**config.mk**
```make
export PLATFORM = sky130hd
export DESIGN_NAME = rr_arb_4x_nbit
export DESIGN_NICKNAME = d
export VERILOG_FILES = /design/src/rtl/rr_arb_4x_nbit.sv
export SDC_FILE = /design/constraint.sdc
export NUM_CORES = 1
export LEC_CHECK = 0
export CORE_MARGIN = 2
export CORE_UTILIZATION = 37
export CTS_CLUSTER_DIAMETER = 150
export DETAILED_ROUTE_END_ITERATION = 6
export PLACE_DENSITY = 0.82
export SLEW_MARGIN = 25
export SYNTH_ARGS = -nofsm -noshare
export SYNTH_HDL_FRONTEND = slang
export SYNTH_SLANG_ARGS = --single-unit
```
**constraint.sdc**
```tcl
create_clock -name clk -period 2.6 [get_ports clk]
set_clock_uncertainty 0.2 [all_clocks]
set_input_delay 0.39 -clock clk [delete_from_list [all_inputs] [get_ports clk]]
set_output_delay 0.39 -clock clk [all_outputs]
set_load 0.05 [all_outputs]
```
**src/rtl/rr_arb_4x_nbit.sv**
```systemverilog
// rr_arb_4x_nbit: round-robin arbiter sharing one BUS_WIDTH-bit channel among
// four valid/ready requesters. A grant to a beat without 'last' locks the
// channel to that requester until its last beat. The winning beat goes into a
// one-entry output register along with its source index.
//
// Ports:
//   clk, rst        rising-edge clock, synchronous active-high reset
//   in_valid[3:0]   per-requester beat valid
//   in_last[3:0]    per-requester end-of-burst flag
//   in_data_a..d    requester 0..3 data
//   in_ready[3:0]   per-requester accept (one-hot or zero, combinational)
//   out_valid       output register holds a beat
//   out_ready       downstream accepts
//   out_data        registered selected data
//   out_src         index of the requester that supplied out_data
//   out_last        registered last flag of the accepted beat
module rr_arb_4x_nbit #(
   parameter int unsigned BUS_WIDTH = 8
) (
   input  logic                 clk,
   input  logic                 rst,
   input  logic [3:0]           in_valid,
   input  logic [3:0]           in_last,
   input  logic [BUS_WIDTH-1:0] in_data_a,
   input  logic [BUS_WIDTH-1:0] in_data_b,
   input  logic [BUS_WIDTH-1:0] in_data_c,
   input  logic [BUS_WIDTH-1:0] in_data_d,
   output logic [3:0]           in_ready,
   output logic                 out_valid,
   input  logic                 out_ready,
   output logic [BUS_WIDTH-1:0] out_data,
   output logic [1:0]           out_src,
   output logic                 out_last
);

   localparam int unsigned NUM_REQ = 4;

   typedef enum logic {
      ST_ARB   = 1'b0,
      ST_BURST = 1'b1
   } state_t;

   state_t                 state_q, state_d;
   logic [1:0]             ptr_q, ptr_d;
   logic [1:0]             owner_q, owner_d;
   logic                   out_valid_q, out_valid_d;
   logic [BUS_WIDTH-1:0]   out_data_q, out_data_d;
   logic [1:0]             out_src_q, out_src_d;
   logic                   out_last_q, out_last_d;

   logic [1:0]             win;
   logic                   win_found;
   logic [1:0]             cand;
   logic                   load_en;
   logic [1:0]             sel;
   logic [3:0]             grant;
   logic                   xfer;
   logic [BUS_WIDTH-1:0]   sel_data;

   // First valid requester searching ptr, ptr+1, ... (mod 4).
   always_comb begin
      win       = ptr_q;
      win_found = 1'b0;
      cand      = ptr_q;
      for (int k = 0; k < int'(NUM_REQ); k++) begin
         cand = 2'(ptr_q + 2'(k));
         if (!win_found && in_valid[cand]) begin
            win       = cand;
            win_found = 1'b1;
         end
      end
   end

   // Grant generation, data select and next-state logic.
   always_comb begin
      state_d     = state_q;
      ptr_d       = ptr_q;
      owner_d     = owner_q;
      out_valid_d = out_valid_q;
      out_data_d  = out_data_q;
      out_src_d   = out_src_q;
      out_last_d  = out_last_q;
      grant       = 4'b0000;

      // The output register can take a beat when empty or draining this cycle.
      load_en = ~out_valid_q | out_ready;
      sel     = (state_q == ST_BURST) ? owner_q : win;

      if (!rst) begin
         if (state_q == ST_BURST) begin
            // Owner keeps the channel even if its valid drops mid-burst.
            grant[owner_q] = load_en;
         end else if (load_en && win_found) begin
            grant[win] = 1'b1;
         end
      end

      xfer = |(grant & in_valid);

      case (sel)
         2'd0:    sel_data = in_data_a;
         2'd1:    sel_data = in_data_b;
         2'd2:    sel_data = in_data_c;
         default: sel_data = in_data_d;
      endcase

      if (xfer) begin
         out_valid_d = 1'b1;
         out_data_d  = sel_data;
         out_src_d   = sel;
         out_last_d  = in_last[sel];
         if (state_q == ST_ARB) begin
            ptr_d = 2'(sel + 2'd1);
            if (!in_last[sel]) begin
               state_d = ST_BURST;
               owner_d = sel;
            end
         end else if (in_last[sel]) begin
            state_d = ST_ARB;
         end
      end else if (out_valid_q && out_ready) begin
         out_valid_d = 1'b0;
      end
   end

   assign in_ready = grant;

   // State and output registers.
   always_ff @(posedge clk) begin
      if (rst) begin
         state_q     <= ST_ARB;
         ptr_q       <= 2'd0;
         owner_q     <= 2'd0;
         out_valid_q <= 1'b0;
         out_data_q  <= '0;
         out_src_q   <= 2'd0;
         out_last_q  <= 1'b0;
      end else begin
         state_q     <= state_d;
         ptr_q       <= ptr_d;
         owner_q     <= owner_d;
         out_valid_q <= out_valid_d;
         out_data_q  <= out_data_d;
         out_src_q   <= out_src_d;
         out_last_q  <= out_last_d;
      end
   end

   assign out_valid = out_valid_q;
   assign out_data  = out_data_q;
   assign out_src   = out_src_q;
   assign out_last  = out_last_q;

endmodule

```
==> results by group <==
Timing
  • Final Cycle Share: a little over nine tenths
  • FMAX: between 300 and 400 MHz
  • Final min period: 2540 ps
  • Finish-stage setup viols: 0
  • Unrepaired setup endpoints after global routing: yes
  • Final WS setup: 56.1 ps
  • Final setup TNS: 0 ps
  • Fin. max-slew vios: 0
  • Fin Hold WS: roughly 270 ps
  • Max transition margin: 64.2%
  • Worst-Margin Slew: 536 ps
  • Final hold vios: 0

Power and ir drop
  • Maximum VDD drop: approximately 0.53 mV
  • P per Cell Area: 829 mW/mm^2
  • Total chip power: about 1.9 mW
  • P_leak: approximately 0.90 nW

Logic synthesis
  • Seq/Total Area, Yosys: approximately 27%
  • Mapped Cells: roughly 170
  • Top cell type by total area after synthesis: dfxtp_1
  • Post-synthesis cell type count: 40
  • Synthesized Nets: around 210
  • Post-Syn Area per Cell: between 7 and 8 sq um
  • Synth area leaders: dfxtp_1 27%, o21ai_0 8.9%, a222oi_1 6.5%
  • Yosys reg bits: 17
  • Post-synth top area share: a little over a quarter
  • Post-Syn Area: 0.00124 sq mm
  • Synth warn: 0

Drt
  • 1st-pass router iterations: 5
  • DRC Markers: 0
  • DR vias: 1634
  • Total wire length: between 4000 and 5000 um
  • Routed Antenna Nets: 0
  • DR vias/cell: roughly 5.5
  • Routed length per instance: approximately 16 um
  • Initial DRC Count: between 150 and 200

Die
  • Core region area: roughly 0.0033 sq mm
  • Row cnt: 21
  • Die area: 0.00383 sq mm
  • Starting density of the core: a little under two fifths
  • IO Count: 59
  • Die width: around 62 um
  • Die H: 61.9 um

Global routing
  • GRT Overall Usage: between 20 and 25%
  • Antenna violations before repair: 0
  • Vias in the first global route: 1387
  • First-pass GRT wire length: 6400 um
  • GRT Residual Overflow: 0
  • Largest net degree at the start of global routing: 20

Finish
  • Layout cells sized above 1: between 20 and 30%
  • Post-route insts no fill: 298
  • ANT cells: 0
  • Final core utilization: between 60 and 70%
  • Area Growth Syn to Fin: 83.9%
  • Fin area: about 0.0023 sq mm
  • Nets@finish: 300
  • Fill count: 278

Critical path
  • R2R setup slack: roughly 80 ps
  • Critical path endpoint category: output pin
  • Critical Path Start Type: register
  • Critical Path RT: 2010 ps
  • Depth of the worst register-to-register path: 9
  • Worst-path fanout max: 7
  • Worst r2r src: ptr_q[0]
  • R2R Path End: owner_q[1]
  • Worst Path Arrival: 1950 ps
  • Setup CP Type: reg2out

Worst hold path
  • Hold Crit Class: in2reg
  • Hold depth: 3
  • HP Start: out_ready
  • WHS Endpoint: out_valid

CTS
  • Clock H-tree levels: 1
  • CTS tree: yes
  • Cts bufs inserted: 3
  • CTS Sinks: 17
  • Clock Latency Late Sink: a little over 300 ps
  • Number of buffers on the longest clock path: 2
  • Clk slew on worst S/H paths: 110 ps
  • Clock root buffer: clkbuf_4

Placed design
  • Gpl congestion: between 0.8 and 0.9
  • Post-DP HPWL: roughly 3500 um
  • Placed insts: just under 300
  • Place WS: -608 ps
  • Port Buffer Count: a little under 60
  • Cell Area, Placed: about 0.0021 sq mm

Run status
  • Outcome: completed

Flow run
  • Max Cap Viol: 0
[cell families after synthesis]
| kind of cell | synth area share [%] |
|---|---|
| and+or+nand+nor | 22.7 |
| AOI/OAI and AO/OA | 34.3 |
| buffers and inverters | 6.55 |
| adders and majority gates | 4.03 |
| muxes | 5.04 |
| DFF | 27.4 |
[critical path, cell delays in order (launching register included)]
cell	delay, ps
dfxtp_4	390
inv_1	150
o21ai_0	130
a211oi_1	260
o22ai_1	190
buf_4	180
nor2_2	180
buf_12	160
[what timing repair did]
item                       CTS  global route
setup buffers                0             5
pin swaps                    1             8
gates resized for setup     14            30
hold buffers                 0             0
setup endpoints to repair   19            16
[layout make-up]
cell class	instances	area, sq um	area share [%]
multi-input combinational	128	936	41.0
timing repair buffer	94	877	38.4
sequential	17	348	15.2
tap	46	57.6	2.52
inverter	9	33.8	1.48
clock buffer	3	22.5	0.987
clock inverter	1	7.51	0.329
[cells in the mapped netlist]
cell type,count
a211o_1,1
a211oi_1,2
a21bo_1,1
a21o_1,1
a21oi_1,12
a222oi_1,8
a22oi_1,1
a2bb2o_4,1
a31oi_1,1
a41o_1,1
and2_1,1
and2b_1,2
and4_1,1
buf_1,3
buf_2,2
clkbuf_1,7
dfxtp_1,17
ha_1,4
inv_1,9
mux2_1,2
mux2i_1,4
nand2_1,15
nand2b_1,3
nand3_1,11
nand4bb_1,1
nor2_1,7
nor2b_1,4
nor3_1,9
nor3b_1,1
nor4_1,1
o2111a_1,1
o2111ai_1,1
o21a_1,1
o21ai_0,22
o21ai_1,3
o22ai_1,1
o311a_1,1
o31ai_2,1
o32a_1,1
o32ai_1,1
[flip-flops by register name (all words and copies together) (netlist names)]
register	count
out_src	2
out_data	8
out_last	1
ptr_q	2
state_q	1
out_valid	1
owner_q	2
[layer usage]
layer / vias to the layer above / GRT usage, % / part of all wire (%)
met5: - / 0 / 0
met2: 61 / 36.7 / 52
met4: 0 / 5.17 / 1.2
met3: 7 / 3.11 / 3.8
met1: 773 / 31.1 / 43
li1: 793 / - / -
[cells in the final DEF (no fill, tap or decap), types with 5 or more instances in the layout]
cell             netlist  final
nand2_1               15     14
nor2_1                 7      5
nor3_1                 9      6
clkdlybuf4s50_1        0     49
buf_4                  0     35
a222oi_1               8      8
inv_1                  9      9
nand3_1               11     11
o21ai_0               22     21
a21oi_1               12     12
dfxtp_1               17     15
[power breakdown]
group | switching, mW | internal, mW | leakage, nW
sequential | 0.0636 | 0.339 | 0.140
clock | 0.0962 | 0.0588 | 0.0139
combinational | 0.716 | 0.618 | 0.746
total | 0.876 | 1.02 | 0.901
[worst max-delay path by stage]
stage | startpoint | end | slack, ps | cells after the start
final | ptr_q[1] | in_ready[2] | 60 | 7
after global routing | ptr_q[0] | out_data[1] | -50 | 10
after CTS | out_ready | in_ready[3] | -10 | 8
after detailed placement | in_valid[2] | out_data[2] | -610 | 11
after global placement | in_valid[2] | out_data[3] | -490 | 11
after floorplan | out_valid | in_ready[0] | -140 | 5
Note: power is estimated with default switching activity, not from simulation.
